[config.mk]
export PLATFORM = sky130hd
export DESIGN_NAME = stereo_capture_sequencer_flat
export DESIGN_NICKNAME = d
export VERILOG_FILES = /design/src/rtl/stereo_capture_sequencer_if.sv /design/src/rtl/stereo_capture_sequencer.sv /design/src/flat_wrapper.sv
export SDC_FILE = /design/constraint.sdc
export NUM_CORES = 1
export LEC_CHECK = 0
export BUFFER_PORTS_ARGS = -buffer_cell sky130_fd_sc_hd__buf_2
export CAP_MARGIN = 20
export CORE_MARGIN = 2
export CORE_UTILIZATION = 45
export CTS_CLUSTER_DIAMETER = 200
export DETAILED_ROUTE_END_ITERATION = 12
export GPL_TIMING_DRIVEN = 0
export SYNTH_ARGS = -nofsm -noshare
export SYNTH_HDL_FRONTEND = slang
export SYNTH_SLANG_ARGS = --single-unit
[constraint.sdc]
create_clock -name fifo_rck -period 2.5 [get_ports fifo_rck]
set_clock_uncertainty 0.05 [all_clocks]
set_input_delay 0.25 -clock fifo_rck [delete_from_list [all_inputs] [get_ports fifo_rck]]
set_output_delay 0.25 -clock fifo_rck [all_outputs]
set_load 0.02 [all_outputs]
[src/rtl/stereo_capture_sequencer_if.sv]
// Bus bundle between the frame-request logic / image buffer reader and the
// stereo capture sequencer. Clock and reset stay outside as plain ports.
interface stereo_capture_sequencer_if;
    // Requests and camera/reader status into the sequencer
    logic capture_req;
    logic vsync1;
    logic vsync2;
    logic rd_done;
    // FIFO write controls (active-low) and reader scheduling out of the sequencer
    logic fifo_wrst1;
    logic fifo_wrst2;
    logic fifo_we1;
    logic fifo_we2;
    logic rd_start;
    logic rd_sel;
    logic busy;
    logic pair_ready;
    logic timeout_err;

    // Side that issues requests and observes the sequencer
    modport master (
        output capture_req, vsync1, vsync2, rd_done,
        input  fifo_wrst1, fifo_wrst2, fifo_we1, fifo_we2,
        input  rd_start, rd_sel, busy, pair_ready, timeout_err
    );

    // The sequencer itself
    modport slave (
        input  capture_req, vsync1, vsync2, rd_done,
        output fifo_wrst1, fifo_wrst2, fifo_we1, fifo_we2,
        output rd_start, rd_sel, busy, pair_ready, timeout_err
    );
endinterface

[src/rtl/stereo_capture_sequencer.sv]
// Stereo capture sequencer: arms both AL422 FIFO write sides on their own
// camera frame start, closes each on its frame end, then schedules the reader
// for the left image followed by the right image. A per-state watchdog aborts
// a stuck capture. Everything runs on fifo_rck.
module stereo_capture_sequencer #(
    parameter int WRST_CYCLES    = 4,
    parameter int TIMEOUT_CYCLES = 4000000,
    parameter bit VSYNC_POL      = 1'b1
) (
    input  logic                         fifo_rck,
    input  logic                         rst,
    stereo_capture_sequencer_if.slave    bus
);

    typedef enum logic [2:0] {IDLE, ARM, WRITE, RD_L, RD_R, DONE, ERR} state_t;

    localparam logic [23:0] WDOG_LAST = 24'(TIMEOUT_CYCLES - 1);
    localparam logic [3:0]  WRST_LAST = 4'(WRST_CYCLES - 1);

    // Index 0 is the left camera / FIFO 1, index 1 the right camera / FIFO 2
    logic [1:0] vsync_raw;
    logic [1:0] fstart;
    logic [1:0] fend;

    assign vsync_raw = {bus.vsync2, bus.vsync1};

    generate
        for (genvar gi = 0; gi < 2; gi++) begin : g_sync
            logic sync1_q;
            logic sync2_q;
            logic sync3_q;
            logic active;

            // Polarity is normalised after the two metastability flops so the
            // edge-detect flop always holds "frame active" as a 1.
            assign active = VSYNC_POL ? sync2_q : ~sync2_q;

            // Two-flop synchroniser plus one edge-detect stage per camera
            always_ff @(posedge fifo_rck) begin
                if (rst) begin
                    sync1_q <= 1'b0;
                    sync2_q <= 1'b0;
                    sync3_q <= 1'b0;
                end else begin
                    sync1_q <= vsync_raw[gi];
                    sync2_q <= sync1_q;
                    sync3_q <= active;
                end
            end

            assign fstart[gi] = sync3_q & ~active;
            assign fend[gi]   = ~sync3_q & active;
        end
    endgenerate

    state_t           state_q, state_d;
    logic [23:0]      wdog_q, wdog_d;
    logic [1:0]       started_q, started_d;
    logic [1:0]       cam_done_q, cam_done_d;
    logic [1:0][3:0]  wrst_cnt_q, wrst_cnt_d;
    logic [1:0]       wrst_n_q, wrst_n_d;
    logic [1:0]       we_n_q, we_n_d;
    logic             rd_start_q, rd_start_d;
    logic             rd_sel_q, rd_sel_d;
    logic             pair_ready_q, pair_ready_d;
    logic             timeout_err_q, timeout_err_d;
    logic             in_write;
    logic             counting;

    // Next-state, per-camera write control, watchdog and output flags
    always_comb begin
        state_d       = state_q;
        started_d     = started_q;
        cam_done_d    = cam_done_q;
        wrst_cnt_d    = wrst_cnt_q;
        wrst_n_d      = wrst_n_q;
        we_n_d        = we_n_q;
        rd_start_d    = 1'b0;
        rd_sel_d      = rd_sel_q;
        pair_ready_d  = pair_ready_q;
        timeout_err_d = timeout_err_q;
        in_write      = (state_q == ARM) || (state_q == WRITE);
        counting      = in_write || (state_q == RD_L) || (state_q == RD_R);

        // Each camera runs on its own: start on fstart, stop on the next fend
        if (in_write) begin
            for (int i = 0; i < 2; i++) begin
                if (!wrst_n_q[i]) begin
                    if (wrst_cnt_q[i] == 4'd0) begin
                        wrst_n_d[i] = 1'b1;
                    end else begin
                        wrst_cnt_d[i] = wrst_cnt_q[i] - 4'd1;
                    end
                end
                if (!started_q[i] && fstart[i]) begin
                    started_d[i]  = 1'b1;
                    wrst_n_d[i]   = 1'b0;
                    we_n_d[i]     = 1'b0;
                    wrst_cnt_d[i] = WRST_LAST;
                end else if (started_q[i] && !cam_done_q[i] && fend[i] && !fstart[i]) begin
                    we_n_d[i]     = 1'b1;
                    cam_done_d[i] = 1'b1;
                end
            end
        end

        case (state_q)
            IDLE: begin
                if (bus.capture_req) begin
                    state_d       = ARM;
                    pair_ready_d  = 1'b0;
                    timeout_err_d = 1'b0;
                end
            end
            ARM:   if (|started_d) state_d = WRITE;
            WRITE: if (&cam_done_q) state_d = RD_L;
            // rd_done in the rd_start cycle belongs to no image yet
            RD_L:  if (!rd_start_q && bus.rd_done) state_d = RD_R;
            RD_R:  if (!rd_start_q && bus.rd_done) state_d = DONE;
            DONE:  state_d = IDLE;
            ERR:   state_d = IDLE;
            default: state_d = IDLE;
        endcase

        // Watchdog wins over any transition decided above
        if (counting && (wdog_q == WDOG_LAST)) begin
            state_d = ERR;
        end
        wdog_d = ((state_d != state_q) || !counting) ? 24'd0 : wdog_q + 24'd1;

        // FIFO write side is only ever touched while capturing
        if ((state_d != ARM) && (state_d != WRITE)) begin
            started_d  = 2'b00;
            cam_done_d = 2'b00;
            wrst_cnt_d = '0;
            wrst_n_d   = 2'b11;
            we_n_d     = 2'b11;
        end

        if ((state_d != state_q) && ((state_d == RD_L) || (state_d == RD_R))) begin
            rd_start_d = 1'b1;
        end
        if (state_d == RD_L) begin
            rd_sel_d = 1'b0;
        end else if (state_d == RD_R) begin
            rd_sel_d = 1'b1;
        end
        if (state_d == DONE) begin
            pair_ready_d = 1'b1;
        end
        if (state_d == ERR) begin
            timeout_err_d = 1'b1;
        end
    end

    // State and output registers
    always_ff @(posedge fifo_rck) begin
        if (rst) begin
            state_q       <= IDLE;
            wdog_q        <= 24'd0;
            started_q     <= 2'b00;
            cam_done_q    <= 2'b00;
            wrst_cnt_q    <= '0;
            wrst_n_q      <= 2'b11;
            we_n_q        <= 2'b11;
            rd_start_q    <= 1'b0;
            rd_sel_q      <= 1'b0;
            pair_ready_q  <= 1'b0;
            timeout_err_q <= 1'b0;
        end else begin
            state_q       <= state_d;
            wdog_q        <= wdog_d;
            started_q     <= started_d;
            cam_done_q    <= cam_done_d;
            wrst_cnt_q    <= wrst_cnt_d;
            wrst_n_q      <= wrst_n_d;
            we_n_q        <= we_n_d;
            rd_start_q    <= rd_start_d;
            rd_sel_q      <= rd_sel_d;
            pair_ready_q  <= pair_ready_d;
            timeout_err_q <= timeout_err_d;
        end
    end

    assign bus.fifo_wrst1  = wrst_n_q[0];
    assign bus.fifo_wrst2  = wrst_n_q[1];
    assign bus.fifo_we1    = we_n_q[0];
    assign bus.fifo_we2    = we_n_q[1];
    assign bus.rd_start    = rd_start_q;
    assign bus.rd_sel      = rd_sel_q;
    assign bus.busy        = (state_q != IDLE);
    assign bus.pair_ready  = pair_ready_q;
    assign bus.timeout_err = timeout_err_q;

endmodule

[src/flat_wrapper.sv]
// flat-port wrapper written by rule: the top's interface ports become plain ports
module stereo_capture_sequencer_flat 
#(
    parameter int WRST_CYCLES    = 4,
    parameter int TIMEOUT_CYCLES = 4000000,
    parameter bit VSYNC_POL      = 1'b1
)
  (fifo_rck, rst, bus_capture_req, bus_vsync1, bus_vsync2, bus_rd_done, bus_fifo_wrst1, bus_fifo_wrst2, bus_fifo_we1, bus_fifo_we2, bus_rd_start, bus_rd_sel, bus_busy, bus_pair_ready, bus_timeout_err);
  stereo_capture_sequencer_if bus_i ();
  input  logic fifo_rck;
  input  logic rst;
  input wire logic [$bits(bus_i.capture_req)-1:0] bus_capture_req;
  input wire logic [$bits(bus_i.vsync1)-1:0] bus_vsync1;
  input wire logic [$bits(bus_i.vsync2)-1:0] bus_vsync2;
  input wire logic [$bits(bus_i.rd_done)-1:0] bus_rd_done;
  output wire logic [$bits(bus_i.fifo_wrst1)-1:0] bus_fifo_wrst1;
  output wire logic [$bits(bus_i.fifo_wrst2)-1:0] bus_fifo_wrst2;
  output wire logic [$bits(bus_i.fifo_we1)-1:0] bus_fifo_we1;
  output wire logic [$bits(bus_i.fifo_we2)-1:0] bus_fifo_we2;
  output wire logic [$bits(bus_i.rd_start)-1:0] bus_rd_start;
  output wire logic [$bits(bus_i.rd_sel)-1:0] bus_rd_sel;
  output wire logic [$bits(bus_i.busy)-1:0] bus_busy;
  output wire logic [$bits(bus_i.pair_ready)-1:0] bus_pair_ready;
  output wire logic [$bits(bus_i.timeout_err)-1:0] bus_timeout_err;
  assign bus_i.capture_req = bus_capture_req;
  assign bus_i.vsync1 = bus_vsync1;
  assign bus_i.vsync2 = bus_vsync2;
  assign bus_i.rd_done = bus_rd_done;
  assign bus_fifo_wrst1 = bus_i.fifo_wrst1;
  assign bus_fifo_wrst2 = bus_i.fifo_wrst2;
  assign bus_fifo_we1 = bus_i.fifo_we1;
  assign bus_fifo_we2 = bus_i.fifo_we2;
  assign bus_rd_start = bus_i.rd_start;
  assign bus_rd_sel = bus_i.rd_sel;
  assign bus_busy = bus_i.busy;
  assign bus_pair_ready = bus_i.pair_ready;
  assign bus_timeout_err = bus_i.timeout_err;
  stereo_capture_sequencer #(.WRST_CYCLES(WRST_CYCLES), .TIMEOUT_CYCLES(TIMEOUT_CYCLES), .VSYNC_POL(VSYNC_POL)) u_core (.fifo_rck(fifo_rck), .rst(rst), .bus(bus_i));
endmodule
Yosys cells after proc, flatten, opt, wreduce, memory -nomap -nowiden
Index checks and enable logic that the tools add are counted. Widths: inputs -> output; s select.

$add $sub $neg: 3. Equality and inequality tests: 16. Muxes and demuxes: 31. Bitwise gates (word level): 10. Reductions and logical operators: 48.

Operators with widths (count): $add 24x1->24 const B (1); $eq 24x22->1 const B (1); $mux 4 (6); $mux 3 (6); $mux 1 (17); $pmux 3 s5 (1); $eq 3x3->1 const B (4); $logic_and 1x1->1 (12); $reduce_and 3->1 (4); $reduce_bool 2->1 (6); $reduce_and 2->1 (5); $eq 3x2->1 const B (3); $logic_not 1->1 (8); $logic_not 4->1 (2); $ne 2x2->1 const B (4); $reduce_or 2->1 (4); $sub 4x1->4 const B (2); $not 1->1 (6); $logic_or 1x1->1 (5); $and 1x1->1 (4); $eq 3x1->1 const B (1); $logic_not 3->1 (1); $ne 3x1->1 const B (1); $ne 3x2->1 const B (1); 3 further kinds (3).

Flip-flop bits (word level): 53. Bits of input ports: 6. Output and inout port bits: 9.

Depth between registers and ports, before layout
Word-level depth: 13. Depth in mapped cells: 8. Depth with buffers taken out: 7.

Worst setup path after synthesis
OpenSTA, ideal clock, no wires.

Path kind: register -> register. Start point: register u_core.state_q[2]. End point: register u_core.wrst_cnt_q[2] in the netlist's numbering. Library setup time: 0.088 ns. Arrival time: 1.752 ns. Setup slack: 0.610 ns. Stages on the path, launching flop included: 8. Path buffers: 2. Cells stage by stage: dfxtp_1 > or3_1 > buf_2 > nand2_1 > nor3_1 > or3_1 > buf_2 > nor4_2.

Cells in the longest elaborated chain, start to end: 10. Elaborated cells between the ends (all ways): 23. Classes of those cells: eq/ne: 6; mux: 8; reduce/logical: 9.

RTL lines: start, declared (line stereo_capture_sequencer.sv:56) `state_t state_q, state_d;`; start signal, assigned (line stereo_capture_sequencer.sv:171) `state_q <= state_d;`; $eq 3x1->1 or $eq 3x2->1 (tied branches) (line stereo_capture_sequencer.sv:82, stereo_capture_sequencer.sv:107); $logic_or 1x1->1 (line stereo_capture_sequencer.sv:82) `in_write = (state_q == ARM) || (state_q == WRITE);`; $mux 2 (line stereo_capture_sequencer.sv:86) `if (in_write) begin`; $reduce_or 2->1 (line stereo_capture_sequencer.sv:115) `ARM: if (|started_d) state_d = WRITE;`; $mux 3 (line stereo_capture_sequencer.sv:115); $pmux 3 s5 (line stereo_capture_sequencer.sv:107) `case (state_q)`; $mux 3 (line stereo_capture_sequencer.sv:126) `if (counting && (wdog_q == WDOG_LAST)) begin`; $ne 3x1->1 or $ne 3x2->1 (tied branches) (line stereo_capture_sequencer.sv:132) `if ((state_d != ARM) && (state_d != WRITE)) begin`; $logic_and 1x1->1 (line stereo_capture_sequencer.sv:132); $reduce_or 2->1 (no line); end signal, assigned (line stereo_capture_sequencer.sv:175) `wrst_cnt_q <= wrst_cnt_d;`; end, declared (line stereo_capture_sequencer.sv:60) `logic [1:0][3:0] wrst_cnt_q, wrst_cnt_d;`.

Several ways; a longest one is shown, not always the timed one. A chain may end at the register's enable or synchronous reset.

Final worst setup path
Start point: register u_core.wdog_q[0]. End point: register u_core.wrst_cnt_q[2] in the netlist's numbering.

Cells in the longest elaborated chain, start to end: 6. Elaborated cells between the ends (all ways): 7. Classes of those cells: eq/ne: 3; mux: 1; reduce/logical: 3.

RTL lines: start, declared (line stereo_capture_sequencer.sv:57) `logic [23:0] wdog_q, wdog_d;`; start signal, assigned (line stereo_capture_sequencer.sv:172) `wdog_q <= wdog_d;`; $eq 24x22->1 * (line stereo_capture_sequencer.sv:126); $logic_and 1x1->1 * (line stereo_capture_sequencer.sv:126); $mux 3 * (line stereo_capture_sequencer.sv:126); $ne 3x1->1 or $ne 3x2->1 (tied branches) (line stereo_capture_sequencer.sv:132); $logic_and 1x1->1 * (line stereo_capture_sequencer.sv:132); $reduce_or 2->1 (no line) *.

Mark *: on every way between the ends. The rest lies on a longest branch, timed or not.

==> metrics.csv <==
stage,metric,value,unit
synthesis,synth_fa_ha_area_share,2.433,%
sta,finalHoldViolations,0,
synthesis,synth_top_family_by_area,simple AND/OR/NAND/NOR gates,
synthesis,ys.flop_type,dfxtp_1,
synthesis,yosysWarnings,0,
clocking,clkLatencyLatePin,290,ps
grt,antenna_found_initial,0,
sta,finalCritPeriodShare,86.14,%
route,via_per_inst,5.165,
route,wl,4.807,mm
critical_path,worst_setup_path_start_kind,register,
critical_path,path_class,reg -> reg,
route,drtIter0Drc,69,
sta,period_minus_slack,2153,ps
floorplanning,fp.dieW,79.59,um
pwr,switching_share,24.05,%
sta,rsz0062_at_grt,false,
pwr,p_int,1.087,mW
clocking,cts.root.buffer_cell,clkbuf_8,
worst_hold_path,min_to,u_core.g_sync[1].sync1_q$_SDFF_PP0_,
placement,dpl.hpwl,3.546,mm
synthesis,syn_avg_cell_area,9.086,um2
synthesis,synth_area,0.002571,mm2
synthesis,syn_inst,283,
floorplanning,die_h,79.59,um
sta,maxSlewViolCount,0,
synthesis,synth_compound_area_share,12.17,%
route,remaining_drc_errors,0,
synthesis,ys_ff_latch,53,
critical_path,timing.rr.start,u_core.wdog_q[0]$_SDFF_PP0_,
placement,place.gp.congestion,0.8027,
grt,grt-ovfl-total,0,
job,cap_violations,0,
sta,max_freq,464.4,MHz
clocking,clock-sinks,53,
worst_hold_path,hp-class,in -> reg,
critical_path,worstPathArrival,2280,ps
cells_and_area,mostFrequentLayoutCells,"dfxtp_1 (53), nor2_1 (43), buf_2 (20), xor2_1 (17)",
clocking,cts-buffers-inserted,5,
pwr,combPwrFrac,9.5,%
critical_path,cp_max_fo,10,
sta,relSlewSlack,50.52,%
critical_path,worst_ep_required_time,2620,ps
clocking,cts_setup_buffers,0,
floorplanning,fp-row-count,27,
critical_path,r2r.worst_path.cells,7,
cells_and_area,layout.area.seq,0.001061,mm2
floorplanning,io_pins,15,
floorplanning,die_area,0.006335,mm2
clocking,cts_resized,0,
synthesis,synth_seq_area_share,41.27,%
cells_and_area,area_delta_synth_final,9.100,%
cells_and_area,nets,315,
sta,setup_viol,0,
clocking,clk_pin_slew,90,ps
clocking,holdBufCountCts,0,
critical_path,crit_path_end_kind,register,
worst_hold_path,min_path_cells,2,
grt,grt_pass1_vias,1871,
grt,grt_usage,16.95,%
floorplanning,initial_core_util,46.69,%
cells_and_area,multi_input_area,0.001390,mm2
critical_path,crit-reg2reg-capture,u_core.wrst_cnt_q[2]$_SDFFE_PP0P_,
route,antenna_left,0,
synthesis,yosys.area_share.xor_xnor,10.85,%
synthesis,syn-num-nets,294,
sta,worst_pin_slew,736.0,ps
status,status,finished clean,
placement,portBuffers,14,
cells_and_area,fill_cells,536,
synthesis,ys_types,50,
pwr,p_leak,0.9953,nW
synthesis,synthMuxAreaShare,0,%
cells_and_area,antenna_cells,0,
cells_and_area,drive_above_1_share,14.19,%
floorplanning,floorplan.core_area,0.005507,mm2
route,vias,1937,
route,drt_pass1_iterations,4,
pwr,max-vdd-ir-drop,264.3,uV
synthesis,synthSimpleGateAreaFrac,28.61,%
critical_path,rrSetupSlack,350,ps
clocking,cts_tree,yes,
worst_hold_path,hold_start,bus_vsync2,
clocking,htreeDepth,2,
pwr,p_per_area,510.4,mW/mm2
clocking,clockBufferDepth,2,
pwr,seq_power_share,59.9,%
route,routedWlPerCell,12.82,um
grt,grt_start_max_net_pins,15,
synthesis,async_flop_share,0,%
cells_and_area,final_common_cell,dfxtp_1,
pwr,p_total,1.432,mW
grt,grt_pass1_wl,8.659,mm
pwr,p_clk_share,30.6,%
synthesis,synth_edf_count,0,
sta,tns,0,ps
pwr,p_sw,0.3444,mW
## metrics by stage
step	utilization [%]	instance area [um2]	setup slack (ps)	hold WS, ps	cells
2_1_floorplan	-	2571	610.0	328.2	283
3_3_place_gp	49.60	2731	360.0	371.1	369
3_5_place_dp	49.60	2731	358.0	377.2	369
4_1_cts	50.94	2805	330.8	112.4	375
5_1_grt	50.94	2805	140.2	107.1	375
6_report	50.94	2805	346.6	125.7	375
## final cells by class
class	instances	share of cell area (%)
inverter	13	1.740
buffer	12	2.542
clock inverter	1	0.1784
timing repair buffer	14	2.498
clock buffer	5	2.453
multi-input combinational	205	49.55
sequential	53	37.82
tap	72	3.211
## worst max-delay path: stages, from the launching register on
cell and delay [ps]:
dfxtp_1 360, ha_1 250, nand3_1 140, or2_1 280, nor3_1 380, or3_1 210
buf_2 270, nor4_2 80
## Yosys cell counts, types with 2 or more instances
cell type / instances / area share, %
and2_1: 2 / 0.49
nor3_2: 2 / 0.78
o211ai_1: 3 / 0.88
xor2_1: 17 / 5.8
nand4_1: 7 / 1.7
o2111a_1: 2 / 0.88
nand2_1: 11 / 1.6
nor4_2: 5 / 2.4
o31ai_1: 2 / 0.58
a21oi_1: 5 / 0.97
or2_1: 2 / 0.49
and4_1: 3 / 1.0
or3_1: 4 / 0.97
xnor2_1: 13 / 4.4
nor4_1: 3 / 0.73
dfxtp_1: 53 / 41
buf_6: 2 / 0.88
o21ai_1: 2 / 0.39
and3_1: 3 / 0.73
a211oi_1: 4 / 1.2
nor3_1: 8 / 1.6
nand2b_1: 6 / 1.5
o21ai_0: 6 / 1.2
inv_1: 13 / 1.9
clkbuf_1: 3 / 0.44
a41oi_1: 2 / 0.68
nand4b_1: 3 / 1.0
nor2_1: 43 / 6.3
ha_1: 5 / 2.4
nor3b_1: 2 / 0.58
nand3_1: 12 / 2.3
buf_2: 6 / 1.2
a31oi_1: 3 / 0.73
nor2b_1: 8 / 1.9
o211a_1: 3 / 1.2
## worst max-delay path by stage
| stage | from | end | slack (ps) | depth (start not counted) |
|---|---|---|---|---|
| final | u_core.wdog_q[0]$_SDFF_PP0_ | u_core.wrst_cnt_q[2]$_SDFFE_PP0P_ | 350 | 7 |
| after global routing | u_core.wdog_q[11]$_SDFF_PP0_ | u_core.wrst_cnt_q[1]$_SDFFE_PP0P_ | 140 | 6 |
| after CTS | u_core.wdog_q[0]$_SDFF_PP0_ | u_core.wrst_cnt_q[2]$_SDFFE_PP0P_ | 330 | 7 |
| after detailed placement | u_core.wdog_q[0]$_SDFF_PP0_ | u_core.wrst_cnt_q[2]$_SDFFE_PP0P_ | 360 | 7 |
| after global placement | u_core.wdog_q[0]$_SDFF_PP0_ | u_core.cam_done_q[0]$_SDFFE_PP0P_ | 360 | 7 |
| after floorplan | u_core.state_q[2]$_SDFF_PP0_ | u_core.wrst_cnt_q[2]$_SDFFE_PP0P_ | 610 | 7 |
## routing by layer
layer,GRT usage [%],wire length (um),vias up
met1,21.85,2404,888
met3,3.959,130,4
li1,-,-,1031
met2,28.49,2226,14
met4,4.310,46,0
met5,0,0,-
## cell families after synthesis
family | count (synthesis)
AND/OR/NAND/NOR | 129
flip-flops | 53
AO/OA/AOI/OAI | 40
XOR/XNOR | 31
buffers and inverters | 25
adder cells (fa/ha/maj) | 5
## sequential cells by signal (all words and copies together) (netlist names)
signal,count
u_core.g_sync.sync1_q,2
u_core.started_q,2
u_core.g_sync.sync3_q,2
u_core.g_sync.active,2
u_core.wrst_cnt_q,8
u_core.bus.rd_sel,1
u_core.wrst_n_q,2
u_core.wdog_q,24
u_core.bus.rd_start,1
u_core.state_q,3
u_core.cam_done_q,2
u_core.we_n_q,2
u_core.bus.timeout_err,1
u_core.bus.pair_ready,1
## power by group through the flow
stage	sequential, mW	combinational [mW]	clock [mW]
CTS	0.858	0.138	0.463
global route	0.860	0.154	0.493
finish	0.858	0.136	0.437
detailed placement	0.878	0.138	0
global placement	0.878	0.137	0
floorplan	0.879	0.102	0
Note: power is estimated with default switching activity, not from simulation.
